==> src/rtl/sel_pkg.sv <==
// Shared constants and state type for the register-file select encoder.
package sel_pkg;

    localparam int unsigned SEL_W  = 4;
    localparam int unsigned IR_W   = 32;
    localparam int unsigned RA_LSB = 23;
    localparam int unsigned RB_LSB = 19;
    localparam int unsigned RC_LSB = 15;

    typedef enum logic [1:0] {
        IDLE = 2'd0,
        SCAN = 2'd1,
        DONE = 2'd2
    } state_t;

endpackage

==> src/rtl/onehot_dec.sv <==
// Binary index to one-hot decoder; every index value maps to a valid bit.
module onehot_dec #(
    parameter int unsigned SEL_W = 4
) (
    input  logic [SEL_W-1:0]      idx,
    output logic [2**SEL_W-1:0]   onehot
);

    // Set exactly the bit addressed by idx.
    always_comb begin
        onehot      = '0;
        onehot[idx] = 1'b1;
    end

endmodule

==> src/rtl/select_encode_seq.sv <==
// Registered register-file select encoder with a self-timed scan sweep.
module select_encode_seq
    import sel_pkg::*;
#(
    parameter int unsigned SEL_W  = sel_pkg::SEL_W,
    parameter int unsigned IR_W   = sel_pkg::IR_W,
    parameter int unsigned RA_LSB = sel_pkg::RA_LSB,
    parameter int unsigned RB_LSB = sel_pkg::RB_LSB,
    parameter int unsigned RC_LSB = sel_pkg::RC_LSB
) (
    input  logic                  clock,
    input  logic                  clear_n,
    input  logic [IR_W-1:0]       ir_in,
    input  logic                  ir_load,
    input  logic                  gra,
    input  logic                  grb,
    input  logic                  grc,
    input  logic                  rin,
    input  logic                  rout,
    input  logic                  baout,
    input  logic                  scan_start,
    output logic [2**SEL_W-1:0]   rin_onehot,
    output logic [2**SEL_W-1:0]   rout_onehot,
    output logic                  scan_busy,
    output logic                  scan_done
);

    localparam int unsigned NREG = 2**SEL_W;

    logic [IR_W-1:0]  ir_q;
    state_t           state;
    logic [SEL_W-1:0] cnt;

    logic [SEL_W-1:0] sel;
    logic             any_g;
    logic [SEL_W-1:0] scan_idx;
    logic [NREG-1:0]  sel_hot;
    logic [NREG-1:0]  scan_hot;
    logic             rin_hit;
    logic             rout_hit;
    logic             unused_ir_bits;

    // Only the three fields of ir_q are decoded; fold the rest into a sink.
    assign unused_ir_bits = ^ir_q;

    // Field select with gra > grb > grc priority, always from the held ir_q.
    always_comb begin
        sel   = '0;
        any_g = gra | grb | grc;
        if (gra)
            sel = ir_q[RA_LSB +: SEL_W];
        else if (grb)
            sel = ir_q[RB_LSB +: SEL_W];
        else if (grc)
            sel = ir_q[RC_LSB +: SEL_W];
    end

    // Scan index: 0 on scan entry from IDLE, next register while sweeping.
    always_comb begin
        scan_idx = '0;
        if (state == SCAN)
            scan_idx = cnt + 1'b1;
    end

    // baout drives like rout but never enables register 0.
    always_comb begin
        rin_hit  = rin & any_g;
        rout_hit = (rout | baout) & any_g & ~(baout & (sel == '0));
    end

    onehot_dec #(.SEL_W(SEL_W)) u_sel_dec (
        .idx    (sel),
        .onehot (sel_hot)
    );

    onehot_dec #(.SEL_W(SEL_W)) u_scan_dec (
        .idx    (scan_idx),
        .onehot (scan_hot)
    );

    // IR latch, scan sequencer and registered output enables.
    always_ff @(posedge clock or negedge clear_n) begin
        if (!clear_n) begin
            ir_q        <= '0;
            state       <= IDLE;
            cnt         <= '0;
            rin_onehot  <= '0;
            rout_onehot <= '0;
            scan_busy   <= 1'b0;
            scan_done   <= 1'b0;
        end else begin
            if (ir_load)
                ir_q <= ir_in;

            unique case (state)
                IDLE: begin
                    scan_done <= 1'b0;
                    if (scan_start) begin
                        state       <= SCAN;
                        cnt         <= '0;
                        rin_onehot  <= '0;
                        rout_onehot <= scan_hot;
                        scan_busy   <= 1'b1;
                    end else begin
                        rin_onehot  <= rin_hit  ? sel_hot : '0;
                        rout_onehot <= rout_hit ? sel_hot : '0;
                        scan_busy   <= 1'b0;
                    end
                end
                SCAN: begin
                    rin_onehot <= '0;
                    // Exit at the last index so cnt never wraps.
                    if (cnt == SEL_W'(NREG - 1)) begin
                        state       <= DONE;
                        cnt         <= '0;
                        rout_onehot <= '0;
                        scan_busy   <= 1'b0;
                        scan_done   <= 1'b1;
                    end else begin
                        cnt         <= cnt + 1'b1;
                        rout_onehot <= scan_hot;
                    end
                end
                DONE: begin
                    state       <= IDLE;
                    rin_onehot  <= '0;
                    rout_onehot <= '0;
                    scan_busy   <= 1'b0;
                    scan_done   <= 1'b0;
                end
                default: begin
                    state       <= IDLE;
                    cnt         <= '0;
                    rin_onehot  <= '0;
                    rout_onehot <= '0;
                    scan_busy   <= 1'b0;
                    scan_done   <= 1'b0;
                end
            endcase
        end
    end

endmodule

==> config.mk <==
export PLATFORM = sky130hd
export DESIGN_NAME = select_encode_seq
export DESIGN_NICKNAME = d
export VERILOG_FILES = /design/src/rtl/sel_pkg.sv /design/src/rtl/onehot_dec.sv /design/src/rtl/select_encode_seq.sv
export SDC_FILE = /design/constraint.sdc
export NUM_CORES = 1
export LEC_CHECK = 0
export ABC_AREA = 0
export BUFFER_PORTS_ARGS = -buffer_cell sky130_fd_sc_hd__buf_2
export CAP_MARGIN = 20
export CELL_PAD_IN_SITES_DETAIL_PLACEMENT = 0
export CELL_PAD_IN_SITES_GLOBAL_PLACEMENT = 2
export CORE_ASPECT_RATIO = 0.6
export CORE_MARGIN = 3
export CORE_UTILIZATION = 36
export DETAILED_ROUTE_END_ITERATION = 8
export MAX_ROUTING_LAYER = met4
export PLACE_DENSITY = 0.95
export SYNTH_ARGS = -nofsm -noshare
export SYNTH_HDL_FRONTEND = slang
export SYNTH_HIERARCHICAL = 1
export SYNTH_SLANG_ARGS = --single-unit
==> constraint.sdc <==
create_clock -name clock -period 3.6 [get_ports clock]
set_clock_uncertainty 0.05 [all_clocks]
set_input_delay 0.36 -clock clock [delete_from_list [all_inputs] [get_ports clock]]
set_output_delay 0.36 -clock clock [all_outputs]
set_load 0.005 [all_outputs]
* Word-level counts from Yosys, hierarchy flattened *
Cells that the tools add are included.
W data, S select, Z words.

storage, ports and cells
  input bits = 42
  word-level logic and storage cells = 58
  bits in registers = 67
  output and inout port bits = 34

cells by class
  add/subtract/negate cells = 1
  bitwise gates (word level) = 9
  equality and inequality tests = 5
  muxes and demuxes = 26
  magnitude comparators = 4
  reductions and logical operators = 6

operator list
  kind                   number
  $mux W16               6
  $pmux W16 S2           1
  $mux W4                6
  $pmux W4 S3            1
  $lt A4 B5 Y1 const B   2
  $demux W1 S4           2
  $ge A4 B1 Y1 const B   2
  $mux W1                6
  $add A4 B1 Y4 const B  1
  $and A1 B1 Y1          4
  $eq A4 B4 Y1 const B   1
  $logic_not A4 Y1       1
  $mux W2                2
  $pmux W2 S2            1
  $reduce_and A2 Y1      2
  $or A1 B1 Y1           3
  $eq A2 B1 Y1 const B   1
  $eq A2 B2 Y1 const B   1
  $logic_and A1 B1 Y1    2
  $logic_not A2 Y1       1
  $ne A2 B1 Y1 const B   1
  $ne A2 B2 Y1 const B   1
  $not A1 Y1             2
  $pmux W1 S2            1

* Depth between registers and ports, before layout *
Gate-level depths: netlist of the first run.

  depth in word-level cells = 10
  depth in mapped cells = 7
  depth with buffers taken out = 6

* Modules after synthesis *
Netlist of the first run, hierarchy kept.

modules (own cells, without submodules)
  module                    cells each  sequential area each (µm²)  area each (µm²)  instances
  select_encode_seq         188         1301.2                      2213.4           1
  onehot_dec at u_scan_dec  20          0.0                         276.5            1
  onehot_dec at u_sel_dec   20          0.0                         226.5            1

* Least setup slack after synthesis of the first run *
No wires, ideal clock.

  path kind = input to register
  start point = in grb
  end point = reg rout_onehot[3]
  stages = 7
  slack = 1886 ps
  required time = 3458 ps
  buffers on the path = 2
  data arrival time = 1572 ps
  cell sequence = buf_6 > nand3b_1 > a21oi_2 > buf_4 > and4bb_1 > nand2_1 > o31ai_2

between the ends
  longest elaborated chain between the ends = 9
  elaborated cells between the ends (all ways) = 17

RTL lines
  element                                                             RTL line                  text
  from (decl)                                                         select_encode_seq.sv:16   input logic grb,
  $mux W4 (*)                                                         select_encode_seq.sv:52   else if (grb)
  $mux W4 (*)                                                         select_encode_seq.sv:50   if (gra)
  named net sel[1]                                                    select_encode_seq.sv:34   logic [SEL_W-1:0] sel;
  $lt A4 B5 Y1 (implied by the code) or $ge A4 B1 Y1 (tied branches)  onehot_dec.sv:12          onehot[idx] = 1'b1;
  $logic_and A1 B1 Y1 (implied by the code)                           onehot_dec.sv:12
  $mux W1 (implied by the code)                                       onehot_dec.sv:12
  $demux W1 S4 (*)                                                    --
  named net sel_hot[3]                                                select_encode_seq.sv:37   logic [NREG-1:0] sel_hot;
  $mux W16 (*)                                                        select_encode_seq.sv:106  rout_onehot <= rout_hit ? sel_hot : '0;
  $mux W16 (*)                                                        select_encode_seq.sv:98   if (scan_start) begin
  $pmux W16 S2 (*)                                                    select_encode_seq.sv:95   unique case (state)
  to (signal assigned)                                                select_encode_seq.sv:102  rout_onehot <= scan_hot;
  to (signal assigned)                                                select_encode_seq.sv:106
  to (signal assigned)                                                select_encode_seq.sv:121  rout_onehot <= scan_hot;
  to (decl)                                                           select_encode_seq.sv:23   output logic [2**SEL_W-1:0] rout_onehot,

Mark *: on every way through the listed nets, which the timed path passes. The rest lies on a longest branch.
A chain may end at the register's enable or synchronous reset.

* Worst setup path in the final report of the first run *
  start point = reg ir_q[23]
  end point = reg rout_onehot[0]

between the ends
  longest elaborated chain between the ends = 8
  elaborated cells between the ends (all ways) = 13

RTL lines
  element                                                                     RTL line                                   text
  from (decl)                                                                 select_encode_seq.sv:30                    logic [IR_W-1:0] ir_q;
  from (signal assigned)                                                      select_encode_seq.sv:93                    ir_q <= ir_in;
  $mux W4 (*)                                                                 select_encode_seq.sv:50
  named net sel[0]                                                            select_encode_seq.sv:34
  $lt A4 B5 Y1 (implied by the code) (tied with other cells)                  onehot_dec.sv:12
  $logic_and A1 B1 Y1 (implied by the code) or $and A1 B1 Y1 (tied branches)  onehot_dec.sv:12, select_encode_seq.sv:68
  $mux W1 (implied by the code) or $not A1 Y1 (tied branches)                 onehot_dec.sv:12, select_encode_seq.sv:68
  $demux W1 S4 or $and A1 B1 Y1 (tied branches)                               --
  $mux W16 (*)                                                                select_encode_seq.sv:106
  $mux W16 (*)                                                                select_encode_seq.sv:98
  $pmux W16 S2 (*)                                                            select_encode_seq.sv:95

Marks and branches as above.

==> results.txt, run 1 <==
* Result of the run: complete, no violations
- Core Area: 6990 sq um
- Adder-Cell Fraction of Synth Area: 0.461%
* Most frequent cell after synthesis: dfrtp_1
- Of all flip-flops after synthesis, the portion carrying an async set or reset was 100%.
* Measured slew at the worst slew-check pin: 0.816 ns
- Uppermost metal layer occupied by signal nets: met4
- Buffer cell driving the clock tree root: clkbuf_16
- Portion of netlist area occupied by mux cells: 4.97%
- Final total negative setup slack: 0 ns
* Via count of the first global-routing pass: 1837
* TritonCTS clock tree: built
- The count of buffers added on input and output ports is 55.
* Total of endpoints with negative setup slack in the final report: 0
- Number of design rule violations left after detail routing: 0
- Across the whole layout, storage elements account for 1300 sq um.
- Inserted Diodes: 0
- Post-synth net total: 271
- Measured along the x axis, the die boundary spans 118 microns.
* Combined global-route utilization of all metal layers: 15.3%
- Across the run, the number of max-cap violations was 0.
- CTS clock-pin slew for the worst setup and hold paths: 0.06 ns
- For this run, the number of Yosys warnings is 6.
- The top cell type by area accounts for 47.9% of the synthesized area.
- The routed design uses 2.45 mm of met2 wire.
- For this block, the initial DRC count from the detailed router was 140.
* Number of detailed-routing iterations run before antenna repair: 4
- At the end of the flow, the number of nets in the layout was 324.
- The floorplan step defined a die boundary enclosing 8660 sq um.
- Clock Tree Buf Depth: 2
- The clock tree synthesis step divided the H-tree into 2 levels.
- The worst setup path is launched from a flop.
- The worst setup path is captured at a flop.
- Final antenna-violating net count: 0
- Unrepaired setup endpoints after global routing: no
- Summed over all layers, the global routing overflow is 0.
- FILL cells: 671
* Wire length of the first global-routing pass: 9.93 mm
- Final design utilization: 45.4%
- Share of post-route cells with drive strength above 1: 39.9%
* Distinct cell type count of the synthesized netlist: 41
* Post-synth EDFFs: 0
- Number of buffers inserted by hold repair at cts: 1
- Once detailed placement completed, the half-perimeter wirelength came to 4.17 mm.
- For this design, the slowest cell found on the critical path is a21oi_2.
* Number of hold violations in the final report: 0
- Entering global routing, the biggest net connects 32 pins.
- CP max FO: 17
* Detail-routed net length per standard cell: 15.7 microns
- In this run the tightest slew margin relative to its limit is 45.6%.
- Measured along the y axis, the die boundary spans 73.3 microns.
- Once the floorplan was initialized, standard cells occupied 38.8% of the core.
- In the final layout, the multi-input gates occupy 1270 sq um.
- By area, the combinational part of the netlist is dominated by simple AND/OR/NAND/NOR gates.
- For this block, wires on met1 add up to 3.21 mm.
* Final weighted congestion of routability-driven global placement: 0.767
* Top achievable clock speed: 491 MHz
* CTS buffer count: 5
- Summed over all cells, the static leakage comes to 1.49 nW.
- Commonest cells post-synth: 52 x dfrtp_1, 27 x nand2_1, 12 x mux2_2, 12 x nor2_1, 11 x nand3_1
- Data arrives at the worst endpoint at 2.16 ns.
- After Yosys synthesis, XOR and XNOR cells account for 0.645% of the synthesized area.
- The average instance in the mapped netlist occupies 11.9 sq um.
- Flip-flop and latch count after synthesis: 52
- Final wirelength: 5.98 mm
* Area growth, synth to finish: 16.8%
* Top cells by area, synth: dfrtp_1 48%, mux2_2 5.0%, nand2_1 3.7%
- Slew Limit Fails: 0
- Power density over the cells: 683 nW/um^2
- The cell area that synthesis handed to floorplanning was 2720 sq um.
- CP Class: reg -> reg
- Summing over every cut layer, the via total after detailed routing is 1899.
* Simple-gate share of the synthesized area: 29.9%
- Part of the Yosys area used for sequential elements: 47.9%
* Max rail drop VDD: 0.000321 V
- Ordered cell list for the critical path: and2b_1 > a21oi_2 > nor4_4 > buf_4 > o31ai_1
* Class of the worst hold path: in -> reg
- STA puts the critical path data required time at 3.72 ns.
- Synth Flop Type: dfrtp_1
* Delay of the slowest cell on the worst path: 0.59 ns
* Drt via density: 4.98
- Synth Instances: 228
* Met3 wire length: 265 microns
- Count of clock tree sinks: 52
- The synthesized netlist devotes 10.8% of its cell area to compound gates.
* Total I/O pin count: 76
* Number of setup buffers added after CTS: 0
- Summed over all instances, the cell type with the most area after synthesis is dfrtp_1.
- In the finished design, the share of the clock period the worst path needs comes to 56.6%.
* Number of antenna violations at the first check in global routing: 0
- Clock latency on the worst-skew pair, taken at its later pin, is 0.29 ns.
- For the finished layout, the period the worst path requires is 2.04 ns.
- In this run, post-CTS repair resized a total of 0 instances.
- Placement row count: 23
[sequential cells by signal (all words and copies together), names as in the netlist]
name / count
ir_q: 12
rout_onehot: 16
scan_done: 1
state: 2
rin_onehot: 16
cnt: 4
scan_busy: 1
[cell families (layout without fill, tap and decap cells)]
group,after synthesis,after routing
and+or+nand+nor,106,106
DFF,52,52
AOI/OAI and AO/OA,36,36
buffers and inverters,19,72
muxes,12,12
xor gates and xnor gates,2,2
adders and majority gates,1,1
[power by group]
part           total [mW]  switching, mW  internal, mW
clock               0.456          0.203         0.253
sequential          0.758         0.0684         0.690
combinational       0.953          0.544         0.409
total                2.17          0.815          1.35
[area by class of cell]
type	instances	area share, %
Clock buffer	6	4.06
Clock inverter	1	0.158
Inverter	3	0.355
Multi-Input combinational cell	157	40.1
Sequential cell	52	41.0
Tap cell	100	3.94
Timing Repair Buffer	62	10.4
[critical path: cells and delay by family, from the launching register on]
| family | cells | cell delay, ns |
|---|---|---|
| AO/OA/AOI/OAI | 2 | 0.95 |
| buffers and inverters | 1 | 0.25 |
| AND/OR/NAND/NOR | 2 | 0.30 |
| flip-flops | 1 | 0.35 |
[placed cells by master, fill, tap and decap left out, types with 2 or more instances in the layout]
cell / n
buf_2: 55
dfrtp_1: 52
nand2_1: 27
nor2_1: 12
mux2_2: 12
nand3_1: 11
o21ai_2: 9
and2_1: 8
and4bb_1: 8
and4b_1: 8
a21oi_1: 6
o31ai_1: 6
buf_4: 6
a21oi_2: 5
clkbuf_16: 5
nand3b_1: 4
nor4b_4: 4
and4bb_2: 4
nor4b_2: 4
nor2b_1: 3
inv_1: 3
a22o_1: 3
and2b_1: 2
o31ai_2: 2
and3_1: 2
nor4_2: 2
and4_1: 2
[path summary, 6_finish.rpt]
| path | depth (start not counted) | slack [ns] | endpoint | from |
|---|---|---|---|---|
| setup / recovery | 5 | 1.56 | rout_onehot[0] | ir_q[23] |
| hold / removal | 2 | 0.24 | ir_q[22] | ir_in[22] |
| setup reg to reg | 5 | 1.56 | rout_onehot[0] | ir_q[23] |
| hold reg to reg | 1 | 0.46 | ir_q[24] | ir_q[24] |
| max in group asynchronous | 3 | 2.23 | ir_q[20] | clear_n |
| min in group asynchronous | 2 | 0.50 | rout_onehot[13] | clear_n |
[per-stage QoR]
| step | cell area (sq um) | setup slack (ns) | hold WS, ns | cells | total power [mW] |
|---|---|---|---|---|---|
| after floorplan | 2720 | 1.89 | 0.0144 | 228 | 1.54 |
| after global placement | 3030 | 1.44 | 0.280 | 373 | 1.70 |
| after detailed placement | 3030 | 1.33 | 0.293 | 373 | 1.71 |
| after CTS | 3170 | 1.53 | 0.239 | 381 | 2.18 |
| after global routing | 3170 | 1.42 | 0.245 | 381 | 2.31 |
| final | 3170 | 1.56 | 0.243 | 381 | 2.17 |
[metal layers]
layer	vias to the layer above	global-route usage [%]
li1	932	-
met2	42	20.7
met1	920	22.1
met4	0	5.06
met5	-	-
met3	5	4.08
Power figures use the tool's default switching activity.
==> run 2, diff against run 1 <==
CORE_UTILIZATION = 33   (was 36)
PLACE_DENSITY = 0.89   (was 0.95)
clock period = 2.03 ns   (was 3.6 ns; I/O delays follow)
==> results.txt, run 2 (synthesis results as in run 1) <==
* Result of the run: complete, no violations (unchanged)
- The number of violations reported at the end of detailed-routing iteration 0 came to 109 (was 140).
- The worst vdd rail ir drop was 0.000538 V (was 0.000321 V).
- The horizontal die dimension is 123 microns (was 118 microns).
- Core Area: 7630 sq um (was 6990 sq um)
- The synthesis-to-finish area growth came to 19.4% (was 16.8%).
* Share of post-route cells with drive strength above 1: 41.1% (was 39.9%)
- Startpoint of the worst-slack reg-to-reg timing path: cnt[0] (was ir_q[23])
- The total placed cells including tap cells is 382 (was 373).
- The hold violation count in the final report is 0 (unchanged).
- The time the final worst path needs with I/O delays and setup was 1.78 ns (was 2.04 ns).
- CTS buffer count: 5 (unchanged)
- Worst setup startpoint: cnt[0] (was ir_q[23])
* CTS H-tree lvls: 2 (unchanged)
* Initial Utilization: 35.6% (was 38.8%)
- The total number of clock tree sinks came to 52 (unchanged).
* Pre-CTS setup slack: 0.160 ns (was 1.33 ns)
- Number of buffers inserted by hold repair at cts: 1 (unchanged)
- Worst path buffer plus inverter count: 1 (unchanged)
- The cell type group with the largest total delay on the critical path was simple AND/OR/NAND/NOR gates (was compound AO/OA/AOI/OAI gates).
* Post-route cell area: 3240 sq um (was 3170 sq um)
- The max-slew violation count came to 0 (unchanged).
- Total of endpoints with negative setup slack in the final report: 0 (unchanged)
- Wire length of the first global-routing pass: 10.2 mm (was 9.93 mm)
- Leakage component of the power: 1.53 nW (was 1.49 nW)
- Endpoint type of the worst setup path: flop (unchanged)
- Number of antenna violations at the first check in global routing: 0 (unchanged)
- Design Power: 3.94 mW (was 2.17 mW)
- The wire length reported by the detailed router is 6.04 mm (was 5.98 mm).
* Most frequent cells in the layout: 55 x buf_2, 52 x dfrtp_1, 27 x nand2_1 (unchanged)
- The number of cells upsized or downsized after cts was 0 (unchanged).
- Total Die Area: 9390 sq um (was 8660 sq um)
- The count of buffers from port buffering came to 55 (unchanged).
- The DRC violation count after routing is 0 (unchanged).
- Top Registers: rin_onehot (16), rout_onehot (16), ir_q (12) (unchanged)
- The number of rows created at floorplan is 24 (was 23).
* Area post-placement: 3080 sq um (was 3030 sq um)
- Reported max-cap violation count: 0 (unchanged)
- Chip height: 76.3 microns (was 73.3 microns)
* Post-layout worst setup margin: 0.246 ns (was 1.56 ns)
- The maximum clock path buffer count is 2 (unchanged).
- The root buffer cell is clkbuf_16 (unchanged).
- The per-cell routed wire length came to 15.5 microns (was 15.7 microns).
- Combined global-route utilization of all metal layers: 14.1% (was 15.3%)
* Ordered cell list for the critical path: ha_1 > xnor2_1 > nor2_1 > buf_4 > and4bb_2 > nand2_1 > o31ai_1 (was and2b_1 > a21oi_2 > nor4_4 > buf_4 > o31ai_1)
* Final antenna-violating net count: 0 (unchanged)
- The number of fillers in the final layout came to 750 (was 671).
- The transition time at the pin with the least slew margin came to 0.571 ns (was 0.816 ns).
- Slowest CP cell: dfrtp_1 (was a21oi_2)
* CTS clock-pin slew for the worst setup and hold paths: 0.07 ns (was 0.06 ns)
* Worst path required time: 2.14 ns (was 3.72 ns)
- Count of non-filler cells in the finished layout: 391 (was 381)
- The headroom to the max-slew limit is 62.0% (was 45.6%).
* Final design utilization: 42.5% (was 45.4%)
- The clock latency of the later-clocked register in the worst-skew pair came to 0.29 ns (about the same).
- Total I/O pin count: 76 (unchanged)
- Number of setup buffers added after CTS: 0 (unchanged)
* Data arrival at the endpoint of the critical path: 1.89 ns (was 2.16 ns)
* Class of the worst hold path: in -> reg (unchanged)
- Unrepaired setup endpoints after global routing: no (unchanged)
* Kind of start point of the critical path: flop (unchanged)
- Delay of the slowest cell on the worst path: 0.41 ns (was 0.59 ns)
* Top achievable clock speed: 561 MHz (was 491 MHz)
- Hold Crit Start: ir_in[26] (was ir_in[22])
- Drt via density: 4.86 (was 4.98)
- The sum of negative setup slack was 0 ns (unchanged).
- The post-route clock period utilization is 87.9% (was 56.6%).
- Vias after detailed routing: 1900 (was 1899)
- Number of detailed-routing iterations run before antenna repair: 4 (unchanged)
* TritonCTS clock tree: built (unchanged)
- The largest net degree at the start of global routing was 30 (was 32).
- Power density over the cells: 1210 nW/um^2 (was 683 nW/um^2)
* Post-detailed-placement half-perimeter wirelength: 4.33 mm (was 4.17 mm)
- Via count of the first global-routing pass: 1946 (was 1837)
- Inserted Diodes: 0 (unchanged)
- Final weighted congestion of routability-driven global placement: 0.795 (was 0.767)
- The most frequent standard cell in the layout excluding fill and tap cells was buf_2 (unchanged).
- The highest fanout seen on the critical path is 16 (was 17).
- The net total in the final layout came to 329 (was 324).
- The startpoint-to-endpoint class of the critical path is reg -> reg (unchanged).
- The worst-case hold slack is 0.0844 ns (was 0.243 ns).
- The final global-route overflow total is 0 (unchanged).
run 2: worst register-to-register path: stages (launching register included):
cell and delay, ns:
dfrtp_1 0.41, ha_1 0.26, xnor2_1 0.16, nor2_1 0.12
buf_4 0.25, and4bb_2 0.27, nand2_1 0.05, o31ai_1 0.09
run 2: path summary, 6_finish.rpt:
path	depth (start not counted)	end	slack, ns
max	7	rout_onehot[9]	0.25
max in group asynchronous	3	rin_onehot[15]	0.99
max reg2reg	7	rout_onehot[9]	0.25
min reg2reg	1	ir_q[24]	0.46
min in group asynchronous	2	rout_onehot[8]	0.40
min	2	ir_q[26]	0.08
run 2: layout make-up:
type                       count  area (sq um)  share of cell area (%)
multi-input combinational    157          1270                    39.2
clock buffer                   7           143                    4.40
tap                          104           130                    4.01
timing repair buffer          67           380                    11.7
sequential                    52          1300                    40.1
clock inverter                 1          7.51                   0.231
inverter                       3          11.3                   0.347
run 2: power breakdown:
part	internal (mW)	leakage, nW	switching, mW
Combinational	0.771	0.776	0.961
Clock	0.492	0.0701	0.368
Sequential	1.22	0.681	0.122
run 2: metal layers:
metal	GRT usage [%]	vias to the layer above	share of wire, %
li1	-	945	-
met1	22.9	897	56
met2	16.6	51	37
met3	3.26	7	5.5
met4	4.31	0	1.5
met5	-	-	0
==> run 3, diff against run 2 <==
ABC_AREA = 1   (was 0)
CORE_UTILIZATION = 29   (was 33)
PLACE_DENSITY = 0.88   (was 0.89)
==> results.txt, run 3 <==
- Most frequent cell after synthesis: nor2_1 (was dfrtp_1)
* Share of post-route cells with drive strength above 1: 30.4% (was 41.1%)
* Clock Tree Buf Depth: 2 (unchanged)
- The TritonCTS clock tree is built (unchanged).
* Setup slack, reg-to-reg: 0.34 ns (was 0.25 ns)
* Final-stage net count: 400 (was 329)
* Placement row count: 25 (was 24)
- Drt via density: 4.29 (was 4.86)
* Top Registers: rin_onehot (16), rout_onehot (16), ir_q (12) (unchanged)
* CP Class: reg -> reg (unchanged)
- The area share of the largest cell type after synthesis is 50.5% (was 47.9%).
* Flip-flop and latch count after synthesis: 52 (unchanged)
- Endpoint type of the worst setup path: flop (unchanged)
- The multiplexer fraction of the synthesized cell area was 3.50% (was 4.97%).
- The H-tree depth reported by CTS is 2 (unchanged).
- The core utilization of the finished layout came to 38.1% (was 42.5%).
- Commonest cells post-synth: 55 x nor2_1, 54 x nand2_1, 52 x dfrtp_1 (was 52 x dfrtp_1, 27 x nand2_1, 12 x mux2_2, 12 x nor2_1, 11 x nand3_1)
- The share of synthesized flip-flops with an asynchronous set or reset came to 100% (unchanged).
- Final wirelength: 6.14 mm (was 6.04 mm)
- The first-pass GRT wire length was 10.5 mm (was 10.2 mm).
- The transition time at the pin with the least slew margin was 0.822 ns (was 0.571 ns).
* Total I/O pin count: 76 (unchanged)
* Unrepaired setup endpoints after global routing: no (unchanged)
- Capture instance of the worst register-to-register path: rout_onehot[2] (was rout_onehot[9])
* Vias after detailed routing: 2001 (was 1900)
- Max rail drop VDD: 0.000467 V (was 0.000538 V)
* Headroom to the max-slew limit: 45.1% (was 62.0%)
* Startpoint of the worst-slack reg-to-reg timing path: state[1] (was cnt[0])
* Core Area: 8230 sq um (was 7630 sq um)
- The synthesized netlist cell count is 302 (was 228).
- The total global routing track utilization is 14.0% (was 14.1%).
* Total of endpoints with negative setup slack in the final report: 0 (unchanged)
- Buffer cell driving the clock tree root: clkbuf_16 (unchanged)
- The number of iterations in the first detailed-routing pass was 4 (unchanged).
- Die width: 128 microns (was 123 microns)
* Most frequent cells in the layout: 55 x nor2_1, 55 x buf_2, 54 x nand2_1 (was 55 x buf_2, 52 x dfrtp_1, 27 x nand2_1)
* Area growth, synth to finish: 21.6% (was 19.4%)
* Worst setup startpoint: state[1] (was cnt[0])
- The reported leakage power is 1.60 nW (was 1.53 nW).
* Violation count after the first detailed-routing iteration: 147 (was 109)
* Synthesis Warnings: 6 (unchanged)
- The hold violation count in the final report was 0 (unchanged).
- The max-slew violation count came to 0 (unchanged).
- The clock slew seen by the registers of the worst setup and hold paths was 0.07 ns (about the same).
- Top achievable clock speed: 592 MHz (was 561 MHz)
- The DRC violation count after routing is 0 (unchanged).
* Reported max-cap violation count: 0 (unchanged)
* Final weighted congestion of routability-driven global placement: 0.828 (was 0.795)
* Top cells by area, synth: dfrtp_1 51%, nor2_1 8.0%, nand2_1 7.9% (was dfrtp_1 48%, mux2_2 5.0%, nand2_1 3.7%)
* Synth Area in XOR/XNOR: 0.340% (was 0.645%)
* Slowest CP cell: dfrtp_1 (unchanged)
- Adder-Cell Fraction of Synth Area: 0.486% (was 0.461%)
- The destination of the critical timing path is rout_onehot[2] (was rout_onehot[9]).
- The per-cell routed wire length is 13.2 microns (was 15.5 microns).
* Power density over the cells: 1100 nW/um^2 (was 1210 nW/um^2)
* Pre-CTS setup slack: 0.195 ns (was 0.160 ns)
- The total CTS buffers came to 5 (unchanged).
- Delay of the slowest cell on the worst path: 0.38 ns (was 0.41 ns)
* Result of the run: complete, no violations (unchanged)
- Via count of the first global-routing pass: 2011 (was 1946)
- The largest area contributor in the netlist was dfrtp_1 (unchanged).
* Total grt overflow: 0 (unchanged)
- The dominant combinational cell family by area after synthesis was simple AND/OR/NAND/NOR gates (unchanged).
- R2R cell count: 8 (was 7)
- Total Die Area: 10100 sq um (was 9390 sq um)
* Number of input and output port buffers inserted: 55 (unchanged)
- Design Power: 3.44 mW (was 3.94 mW)
* Count of clock tree sinks: 52 (unchanged)
* Distinct cell type count of the synthesized netlist: 27 (was 41)
- The height of the die came to 79.0 microns (was 76.3 microns).
- Ordered cell list for the critical path: or2_1 > buf_4 > nor2_1 > inv_1 > nand2_1 > nor2_1 > nand2_1 > nand2_2 (was ha_1 > xnor2_1 > nor2_1 > buf_4 > and4bb_2 > nand2_1 > o31ai_1).
- Initial Utilization: 31.3% (was 35.6%)
- Largest net degree at the start of global routing: 33 (was 30)
* Class of the worst hold path: in -> reg (unchanged)
- Post-synth EDFFs: 0 (unchanged)
* Simple-gate share of the synthesized area: 31.7% (was 29.9%)
* Post-Synthesis Cell Area: 2570 sq um (was 2720 sq um)
* Source-to-sink clock delay at the later pin of the worst-skew pair: 0.30 ns (was 0.29 ns)
- The number of inserted diodes came to 0 (unchanged).
* Worst path required time: 2.17 ns (was 2.14 ns)
- The initial antenna violation count was 0 (unchanged).
- Synthesized-area fraction occupied by ao, oa, aoi and oai cells: 3.94% (was 10.8%)
- FILL cells: 871 (was 750)
* Kind of start point of the critical path: flop (unchanged)
* Minimum clock period: 1.69 ns (was 1.78 ns)
- The data arrival time of the worst path is 1.83 ns (was 1.89 ns).
- Worst hold slack across all endpoints: 0.0590 ns (was 0.0844 ns)
- The highest fanout seen on the critical path came to 5 (was 16).
- The sum of negative setup slack was 0 ns (unchanged).
* Final antenna-violating net count: 0 (unchanged)
- The worst setup margin is 0.340 ns (was 0.246 ns).
- Post-detailed-placement half-perimeter wirelength: 4.80 mm (was 4.33 mm)
- The average cell area after synthesis was 8.53 sq um (was 11.9 sq um).
* Synth Flop Type: dfrtp_1 (unchanged)
- Final period utilization: 83.3% (was 87.9%)
- The number of nets in the synthesized netlist is 345 (was 271).
- Part of the Yosys area used for sequential elements: 50.5% (was 47.9%)
-- run 3: cell types whose count changed in the layout (fill, tap and decap cells not counted), moves of 6 or more --
cell | previous run | this run
and2_1 | 8 | 0
and4b_1 | 8 | 0
and4bb_1 | 8 | 0
buf_4 | 10 | 2
inv_1 | 3 | 40
nand2_1 | 27 | 54
nand2_2 | 0 | 14
nand3_2 | 0 | 10
nor2_1 | 12 | 55
nor3_1 | 0 | 17
o21ai_2 | 9 | 0
o31ai_1 | 6 | 0
-- run 3: power by group --
part	total (mW)	leakage (nW)	switching, mW	internal (mW)
registers	1.30	0.685	0.0863	1.21
logic	1.14	0.832	0.757	0.385
clock network	0.999	0.0871	0.381	0.618
-- run 3: metrics by stage --
| step | std cells | area [sq um] |
|---|---|---|
| 6_report | 466 | 3130 |
| 5_1_grt | 466 | 3130 |
| 4_1_cts | 466 | 3130 |
| 3_5_place_dp | 457 | 2940 |
| 3_3_place_gp | 457 | 2940 |
| 2_1_floorplan | 302 | 2570 |
-- run 3: layout make-up --
class	count	area (sq um)	area share [%]
clock buffers	6	139	4.44
well taps	108	135	4.32
flip-flops and latches	52	1300	41.6
inverters	42	163	5.20
clock inverters	2	38.8	1.24
multi-input cells	197	1030	33.0
repair buffers	59	320	10.2
-- run 3: logic make-up (layout without fill, tap and decap cells) --
family / count (synthesis) / in the layout
fa+ha+maj: 1 / 1
xor+xnor: 1 / 1
simple gates: 170 / 170
compound gates: 17 / 17
buf+inv: 53 / 109
flops: 52 / 52
mux: 8 / 8
-- run 3: worst min-delay path by stage --
stage	start	endpoint	slack (ns)	depth (start not counted)
2_1_floorplan	clear_n	cnt[0]	-0.14	0
3_3_place_gp	clear_n	ir_q[17]	0.19	1
3_5_place_dp	clear_n	ir_q[18]	0.20	1
4_1_cts	ir_in[25]	ir_q[25]	0.05	3
5_1_grt	ir_in[25]	ir_q[25]	0.07	3
6_report	ir_in[25]	ir_q[25]	0.06	3
-- run 3: critical path, delay by kind of cell (launching register included) --
kind | cells | cell delay, ns
AND/OR/NAND/NOR | 6 | 0.88
flip-flops | 1 | 0.38
buffers and inverters | 2 | 0.27
-- run 3: what timing repair did --
| action | 4_1_cts | 5_1_grt |
|---|---|---|
| buffers inserted | 0 | 0 |
| endpoints found under the hold margin | 25 | 0 |
| endpoints found under the setup margin | 0 | 1 |
| resized for setup | 0 | 1 |
| hold buffers | 1 | 0 |
-- run 3: per-layer routing --
layer / vias to the layer above / wire, microns / GRT usage [%]
met2: 43 / 2240 / 17.1
met1: 914 / 3510 / 21.6
met3: 5 / 300 / 3.09
met4: 0 / 90 / 5.40
li1: 1039 / - / -
met5: - / 0 / -
